===== src/rtl/gtech_gate_exerciser_if.sv =====
// Exerciser <-> gate-under-test bundle: stimulus, gate output, run control and results.
interface gtech_gate_exerciser_if;
  logic       START;
  logic       A;
  logic       B;
  logic       C;
  logic       D;
  logic       ZIN;
  logic       BUSY;
  logic       DONE;
  logic       PASS;
  logic [4:0] ERR_CNT;
  logic [3:0] FAIL_VEC;
  logic       FAIL_VALID;

  modport master (
    input  START,
    input  ZIN,
    output A,
    output B,
    output C,
    output D,
    output BUSY,
    output DONE,
    output PASS,
    output ERR_CNT,
    output FAIL_VEC,
    output FAIL_VALID
  );

  modport slave (
    output START,
    output ZIN,
    input  A,
    input  B,
    input  C,
    input  D,
    input  BUSY,
    input  DONE,
    input  PASS,
    input  ERR_CNT,
    input  FAIL_VEC,
    input  FAIL_VALID
  );
endinterface


===== src/rtl/gtech_gate_exerciser.sv =====
// Sweeps all 16 input vectors of a 4-in/1-out gate and checks ZIN
// against the TRUTH table; reports mismatch count and first failing vector.
module gtech_gate_exerciser #(
  parameter logic [15:0] TRUTH      = 16'h0777,
  parameter int unsigned SETTLE_CYC = 1
) (
  input  logic                   CP,
  input  logic                   RST,
  gtech_gate_exerciser_if.master bus
);

  typedef enum logic [1:0] {
    IDLE,
    HOLD,
    SAMPLE
  } state_t;

  localparam logic [3:0] SETTLE = 4'(SETTLE_CYC);
  localparam state_t FIRST = (SETTLE == 4'd0) ? SAMPLE : HOLD;

  state_t     state;
  logic [3:0] vec;
  logic [3:0] cnt;
  logic       busy;
  logic       done;
  logic       pass;
  logic [4:0] err;
  logic [3:0] fvec;
  logic       fvalid;

  logic       mis;
  logic [4:0] err_nxt;

  always_comb begin
    mis     = 1'b0;
    err_nxt = err;
    if (state == SAMPLE) begin
      mis     = (bus.ZIN != TRUTH[vec]);
      err_nxt = err + {4'd0, mis};
    end
  end

  always_ff @(posedge CP) begin
    if (RST) begin
      state  <= IDLE;
      vec    <= 4'd0;
      cnt    <= 4'd0;
      busy   <= 1'b0;
      done   <= 1'b0;
      pass   <= 1'b0;
      err    <= 5'd0;
      fvec   <= 4'd0;
      fvalid <= 1'b0;
    end else begin
      done <= 1'b0;
      unique case (state)
        IDLE: begin
          if (bus.START) begin
            vec    <= 4'd0;
            cnt    <= SETTLE;
            err    <= 5'd0;
            fvec   <= 4'd0;
            fvalid <= 1'b0;
            pass   <= 1'b0;
            busy   <= 1'b1;
            state  <= FIRST;
          end
        end
        HOLD: begin
          cnt <= cnt - 4'd1;
          if (cnt == 4'd1) state <= SAMPLE;
        end
        SAMPLE: begin
          err <= err_nxt;
          if (mis && !fvalid) begin
            fvec   <= vec;
            fvalid <= 1'b1;
          end
          if (vec != 4'd15) begin
            vec   <= vec + 4'd1;
            cnt   <= SETTLE;
            state <= FIRST;
          end else begin
            vec   <= 4'd0;
            busy  <= 1'b0;
            done  <= 1'b1;
            pass  <= (err_nxt == 5'd0);
            state <= IDLE;
          end
        end
        default: state <= IDLE;
      endcase
    end
  end

  assign bus.A          = vec[3];
  assign bus.B          = vec[2];
  assign bus.C          = vec[1];
  assign bus.D          = vec[0];
  assign bus.BUSY       = busy;
  assign bus.DONE       = done;
  assign bus.PASS       = pass;
  assign bus.ERR_CNT    = err;
  assign bus.FAIL_VEC   = fvec;
  assign bus.FAIL_VALID = fvalid;

endmodule


===== src/flat_wrapper.sv =====
// flat-port wrapper written by rule: the top's interface ports become plain ports
module gtech_gate_exerciser_flat 
#(
  parameter logic [15:0] TRUTH      = 16'h0777,
  parameter int unsigned SETTLE_CYC = 1
)
  (CP, RST, bus_START, bus_ZIN, bus_A, bus_B, bus_C, bus_D, bus_BUSY, bus_DONE, bus_PASS, bus_ERR_CNT, bus_FAIL_VEC, bus_FAIL_VALID);
  gtech_gate_exerciser_if bus_i ();
  input  logic CP;
  input  logic RST;
  input wire logic [$bits(bus_i.START)-1:0] bus_START;
  input wire logic [$bits(bus_i.ZIN)-1:0] bus_ZIN;
  output wire logic [$bits(bus_i.A)-1:0] bus_A;
  output wire logic [$bits(bus_i.B)-1:0] bus_B;
  output wire logic [$bits(bus_i.C)-1:0] bus_C;
  output wire logic [$bits(bus_i.D)-1:0] bus_D;
  output wire logic [$bits(bus_i.BUSY)-1:0] bus_BUSY;
  output wire logic [$bits(bus_i.DONE)-1:0] bus_DONE;
  output wire logic [$bits(bus_i.PASS)-1:0] bus_PASS;
  output wire logic [$bits(bus_i.ERR_CNT)-1:0] bus_ERR_CNT;
  output wire logic [$bits(bus_i.FAIL_VEC)-1:0] bus_FAIL_VEC;
  output wire logic [$bits(bus_i.FAIL_VALID)-1:0] bus_FAIL_VALID;
  assign bus_i.START = bus_START;
  assign bus_i.ZIN = bus_ZIN;
  assign bus_A = bus_i.A;
  assign bus_B = bus_i.B;
  assign bus_C = bus_i.C;
  assign bus_D = bus_i.D;
  assign bus_BUSY = bus_i.BUSY;
  assign bus_DONE = bus_i.DONE;
  assign bus_PASS = bus_i.PASS;
  assign bus_ERR_CNT = bus_i.ERR_CNT;
  assign bus_FAIL_VEC = bus_i.FAIL_VEC;
  assign bus_FAIL_VALID = bus_i.FAIL_VALID;
  gtech_gate_exerciser #(.TRUTH(TRUTH), .SETTLE_CYC(SETTLE_CYC)) u_core (.CP(CP), .RST(RST), .bus(bus_i));
endmodule

===== config.mk =====
export PLATFORM = sky130hd
export DESIGN_NAME = gtech_gate_exerciser_flat
export DESIGN_NICKNAME = d
export VERILOG_FILES = /design/src/rtl/gtech_gate_exerciser_if.sv /design/src/rtl/gtech_gate_exerciser.sv /design/src/flat_wrapper.sv
export SDC_FILE = /design/constraint.sdc
export NUM_CORES = 1
export LEC_CHECK = 0
export ABC_AREA = 1
export BUFFER_PORTS_ARGS = -buffer_cell sky130_fd_sc_hd__buf_2
export CORE_MARGIN = 5
export CORE_UTILIZATION = 35
export DETAILED_ROUTE_END_ITERATION = 8
export PLACE_DENSITY_LB_ADDON = 0.2
export RECOVER_POWER = 25
export SETUP_SLACK_MARGIN = 0.5
export SYNTH_ARGS = -nofsm -noshare
export SYNTH_HDL_FRONTEND = slang
export SYNTH_SLANG_ARGS = --single-unit

===== constraint.sdc =====
create_clock -name CP -period 3.68 [get_ports CP]
set_input_delay 0.552 -clock CP [delete_from_list [all_inputs] [get_ports CP]]
set_output_delay 0.552 -clock CP [all_outputs]
set_load 0.02 [all_outputs]

==> impl_metrics.ini, run 1 <==
[detailed_routing]
dr.pass1.iters = 4
via_per_inst = 4.71
drt_iter0_markers = 46
ant_nets = 0
wire_per_inst_um = 11.9
dr_total_vias = 1041
drt-total-wl_mm = 2.63
drc = 0

[cts]
clock-sinks = 24
path_clk_slew_ns = 0.12
clock_latency_ns = 0.31
numCtsBuffers = 3
clock-root-buffer = clkbuf_4
cts_max_level = 1
cts_hold_buf = 0
post_cts_buffers = 0
cts_resized = 0
cts_tree = yes
cts_buffer_depth = 2

[critical_path]
required_ns = 3.95
r2r-end = u_core.bus.FAIL_VEC[3]
end_kind = flip-flop
worstPathMaxFanout = 14
reg2reg_setup_slack_ns = 2.09
worstReg2RegStart = u_core.state[0]
critPathKind = in -> reg
crit_path_start = RST
cp-start-kind = primary input
worst_r2r_path_depth = 7
arrival_ns = 1.88

[placed_design]
port_buffers = 20
globalplace.congestion = 0.833
placed_cells = 218
hpwl_mm = 1.98
post-place-ws_ns = 1.75

[worst_hold_path]
hold_class = reg -> reg
min_from = u_core.bus.BUSY

[sta]
fin_skew_ns = 0.00372
finalWorstSetupSlack_ns = 2.07
rsz0062_at_grt = false
tns_ns = 0
slew_headroom_pct = 50.7
fin_crit_ns = 1.61
period_share_pct = 43.8
setup_viol = 0
final_hold_viol_count = 0
worstMarginPinSlew_ns = 0.740
final-max-slew-violation-count = 0
fmax_mhz = 620

[yosys]
syn_area_mm2 = 0.00117
syn_area_per_cell_um2 = 7.63
synth.top_cells.by_count = 33 x nand2_1, 24 x dfxtp_1, 16 x inv_1
synth_area_leaders = dfxtp_1 41%, nand2_1 11%, nand3_1 6.0%
yosys_warnings = 0
yosys.area.top_type = dfxtp_1
postSynthCellCount = 153
yosysTopAreaCellShare_pct = 41.2
synth_edf_count = 0
synth_seq_area_share_pct = 41.2
synth_async_sr_flop_share_pct = 0
ys_types = 27
yosysMostFrequentCell = nand2_1
ys.flop_type = dfxtp_1
syn_nets = 162
ys_ff_latch = 24

[global_routing]
grt_usage_pct = 12.7
antenna_found_initial = 0
grt_max_degree = 15
grt_pass1_wl_mm = 4.37
grt-ovfl-total = 0
grt_pass1_vias = 1007

[layout]
fin_nets = 186
area_growth_pct = 13.3
diodes = 0
final-instance-count-excl-fill = 221
fin_util_pct = 40.3
final_layout_size_suffix_gt1_share_pct = 18.9
fillCellCount = 360

[floorplan]
fp.dieH_um = 67.8
initial_core_util_pct = 35.5
die_area_mm2 = 0.00459
rows = 21
io_pins = 21
core_area_mm2 = 0.00328
dieWidth_um = 67.8

[pwr]
irDropWorstVdd_mv = 0.203
p_leak_nw = 0.593
totalPowerFinal_mw = 0.455
power_density_mw_per_mm2 = 344

[run]
cap_violations = 0

[run_status]
outcome = complete, no violations
-- per-layer routing --
metal / wire length, µm / vias to the layer above / track usage [%]
li1: - / 544 / -
met1: 1140 / 481 / 14.4
met2: 1370 / 14 / 22.8
met3: 108 / 2 / 3.99
met4: 16 / 0 / 3.04
met5: 0 / - / 0
-- stage by stage --
step	cell area, µm²	hold WS (ns)
after CTS	1340	0.472
after global placement	1320	0.450
after global routing	1320	0.495
after floorplan	1170	0.484
final	1320	0.468
after detailed placement	1320	0.452
-- logic make-up (layout without fill, tap and decap cells) --
family                     Yosys count  in the layout  synth area share (%)
adders and majority gates            5              5                  5.36
AOI/OAI and AO/OA                   24             24                  12.4
DFF                                 24             24                  41.2
xor gates and xnor gates             3              3                  2.89
and+or+nand+nor                     75             75                  30.9
buffers and inverters               22             44                  7.29
-- cell usage in the layout, fill, tap and decap left out, types with 2 or more instances in the layout --
cell type  Yosys  final
nand2_1       33     34
dfxtp_1       24     24
buf_2          0     19
inv_1         16     18
nand3_1       14     15
nor2_1        14     14
a21oi_1       12     13
ha_1           5      5
o21ai_0        4      4
nand2_4        3      3
nor3_1         3      3
clkbuf_4       0      3
inv_2          4      2
nand4_1        2      2
nand2_2        3      2
o21ai_1        2      2
xor2_1         2      2
-- critical path, cell delays in order --
cell	delay [ns]
clkbuf_1	0.54
inv_1	0.35
nand3_1	0.17
nor2_1	0.06
o21ai_1	0.08
nand2_1	0.07
inv_1	0.05
-- layout make-up --
| type | count | area, µm² | share of cell area, % |
|---|---|---|---|
| multi-input cells | 107 | 583 | 44.1 |
| well taps | 46 | 57.6 | 4.35 |
| flip-flops and latches | 24 | 480 | 36.3 |
| clock buffers | 3 | 22.5 | 1.70 |
| inverters | 21 | 80.1 | 6.05 |
| repair buffers | 20 | 98.8 | 7.47 |
-- state kept, by name (all words and copies together) (netlist names), named ones only --
signal	flops
u_core.bus.FAIL_VEC	4
u_core.vec	4
u_core.bus.FAIL_VALID	1
u_core.bus.DONE	1
u_core.bus.BUSY	1
u_core.cnt	4
u_core.state	2
u_core.bus.ERR_CNT	5
u_core.bus.PASS	1
-- how the worst min path moves through the flow --
stage | end | slack (ns) | cells after the start
final | u_core.bus.BUSY | 0.47 | 2
after global routing | u_core.bus.BUSY | 0.49 | 2
after CTS | u_core.bus.BUSY | 0.47 | 2
after detailed placement | u_core.bus.BUSY | 0.45 | 2
after global placement | u_core.bus.BUSY | 0.45 | 2
after floorplan | u_core.cnt[3] | 0.48 | 2
-- power by group --
group | switching [mW] | internal, mW | total [mW]
combinational | 0.0455 | 0.0219 | 0.0674
clock | 0.0737 | 0.0383 | 0.112
sequential | 0.00623 | 0.269 | 0.275
(Power assumes the default switching activity.)
==> run 2, diff against run 1 <==
==> constraint.sdc (replaced) <==
create_clock -name CP -period 1.3 [get_ports CP]
set_input_delay 0.195 -clock CP [delete_from_list [all_inputs] [get_ports CP]]
set_output_delay 0.195 -clock CP [all_outputs]
set_load 0.02 [all_outputs]
==> impl_metrics.ini, run 2 (synthesis gave the netlist of run 1 again) <==
[run_status]
violations = setup timing
outcome = finished with violations

[cts]
cts_max_level = 1
clock_latency_ns = 0.32
cts_tree = yes
path_clk_slew_ns = 0.14
cts_buffer_depth = 2
clock-root-buffer = clkbuf_4
clock-sinks = 24
numCtsBuffers = 3
cts_hold_buf = 0

[global_routing]
grt_max_degree = 15
antenna_found_initial = 0
grt-ovfl-total = 0
grt_pass1_wl_mm = 5.09
grt_usage_pct = 14.7
grt_pass1_vias = 1157

[floorplan]
fp.dieH_um = 67.8
io_pins = 21
dieWidth_um = 67.8
initial_core_util_pct = 35.5
core_area_mm2 = 0.00328
die_area_mm2 = 0.00459
rows = 21

[critical_path]
required_ns = 1.57
worst_path_max_delay_cell = dfxtp_2
cp-start-kind = flip-flop
critPathKind = reg -> reg
end_kind = flip-flop
worstPathMaxFanout = 2
crit_chain = xor2_2 -> ha_4 -> ha_4 -> nand3_2 -> o21bai_1 -> nand2_1 -> nor2_1 -> nand2_1 -> a21oi_1
arrival_ns = 1.72
max_stage_delay_ns = 0.36

[pwr]
irDropWorstVdd_mv = 0.541
p_leak_nw = 0.805
power_density_mw_per_mm2 = 853

[layout]
diodes = 0
area_growth_pct = 66.2
layout_common_cells = 25 x nand2_1, 22 x buf_6, 18 x buf_4
fillCellCount = 290
final_layout_size_suffix_gt1_share_pct = 55.0
fin_util_pct = 59.1
mostFrequentLayoutCell = nand2_1
fin_nets = 212
largest_reg_flops = 5
stdcell_area_mm2 = 0.00194

[sta]
period_share_pct = 112
slew_headroom_pct = 74.1
fin_skew_ns = 0.00323
final_hold_viol_count = 0
fmax_mhz = 689
finalWorstSetupSlack_ns = -0.151
hold_ws_ns = 0.228
worstMarginPinSlew_ns = 0.386
setup_viol = 4
final-max-slew-violation-count = 0
rsz0062_at_grt = true
fin_crit_ns = 1.45

[detailed_routing]
drt-total-wl_mm = 3.10
via_per_inst = 4.82
drt_iter0_markers = 39
dr.pass1.iters = 5
dr_total_vias = 1196
drc = 0
ant_nets = 0
wire_per_inst_um = 12.5

[placed_design]
hpwl_mm = 2.02
placed_area_mm2 = 0.00145
port_buffers = 20
globalplace.congestion = 0.777
post-place-ws_ns = -0.176

[worst_hold_path]
hold_class = in -> reg

[run]
cap_violations = 0
## run 2: changes by cell type in the layout (fill, tap and decap cells not counted), moves of 5 or more
cell / change
nand2_1: -9
buf_2: -14
dfxtp_4: +6
nor2_1: -5
dfxtp_2: +13
dfxtp_1: -19
buf_6: +22
buf_4: +18
nand3_1: -6
## run 2: per-layer routing
metal | part of all wire [%] | wire length (µm) | track usage (%)
met1 | 41 | 1260 | 16.6
met3 | 4.0 | 123 | 2.50
met2 | 54 | 1670 | 27.1
met5 | 0 | 0 | 0
met4 | 1.6 | 49 | 6.08
## run 2: what timing repair did
item / in CTS / in global routing
cloned: 1 / 0
pin swaps: 9 / 9
buffers inserted: 10 / 10
resized for setup: 57 / 31
endpoints found under the setup margin: 41 / 41
## run 2: power breakdown
group	leakage [nW]	internal, mW	total (mW)	switching [mW]
clock network	0.0279	0.312	0.548	0.236
logic	0.573	0.140	0.331	0.191
registers	0.205	0.753	0.776	0.0236
## run 2: final cells by class
type / count / area, µm² / share of cell area [%]
Tap cell: 46 / 57.6 / 2.97
Inverter: 21 / 101 / 5.22
Clock inverter: 1 / 30.0 / 1.55
Timing Repair Buffer: 45 / 408 / 21.0
Multi-Input combinational cell: 107 / 793 / 40.9
Sequential cell: 24 / 519 / 26.8
Timing Repair inverter: 1 / 8.76 / 0.451
Clock buffer: 3 / 22.5 / 1.16
## run 2: through the flow
step	total power [mW]	cells	setup TNS (ns)
2_1_floorplan	0.966	153	-0.183
3_3_place_gp	1.02	223	-0.272
3_5_place_dp	1.03	223	-0.361
4_1_cts	1.61	238	-0.432
5_1_grt	1.74	248	-0.901
6_report	1.66	248	-0.349
## run 2: worst paths after layout
kind	endpoint	cells past startpoint	startpoint	slack [ns]
max reg2reg	u_core.bus.PASS	9	flip-flop	-0.15
max	u_core.bus.PASS	9	flip-flop	-0.15
min	u_core.cnt[0]	4	RST	0.23
min reg2reg	u_core.bus.PASS	2	u_core.bus.PASS	0.48
## run 2: worst max-delay path, delay by kind of cell (launching register included)
kind | cells | cell delay, ns
AOI/OAI and AO/OA | 2 | 0.23
adders and majority gates | 2 | 0.31
xor gates and xnor gates | 1 | 0.19
and+or+nand+nor | 4 | 0.32
DFF | 1 | 0.36
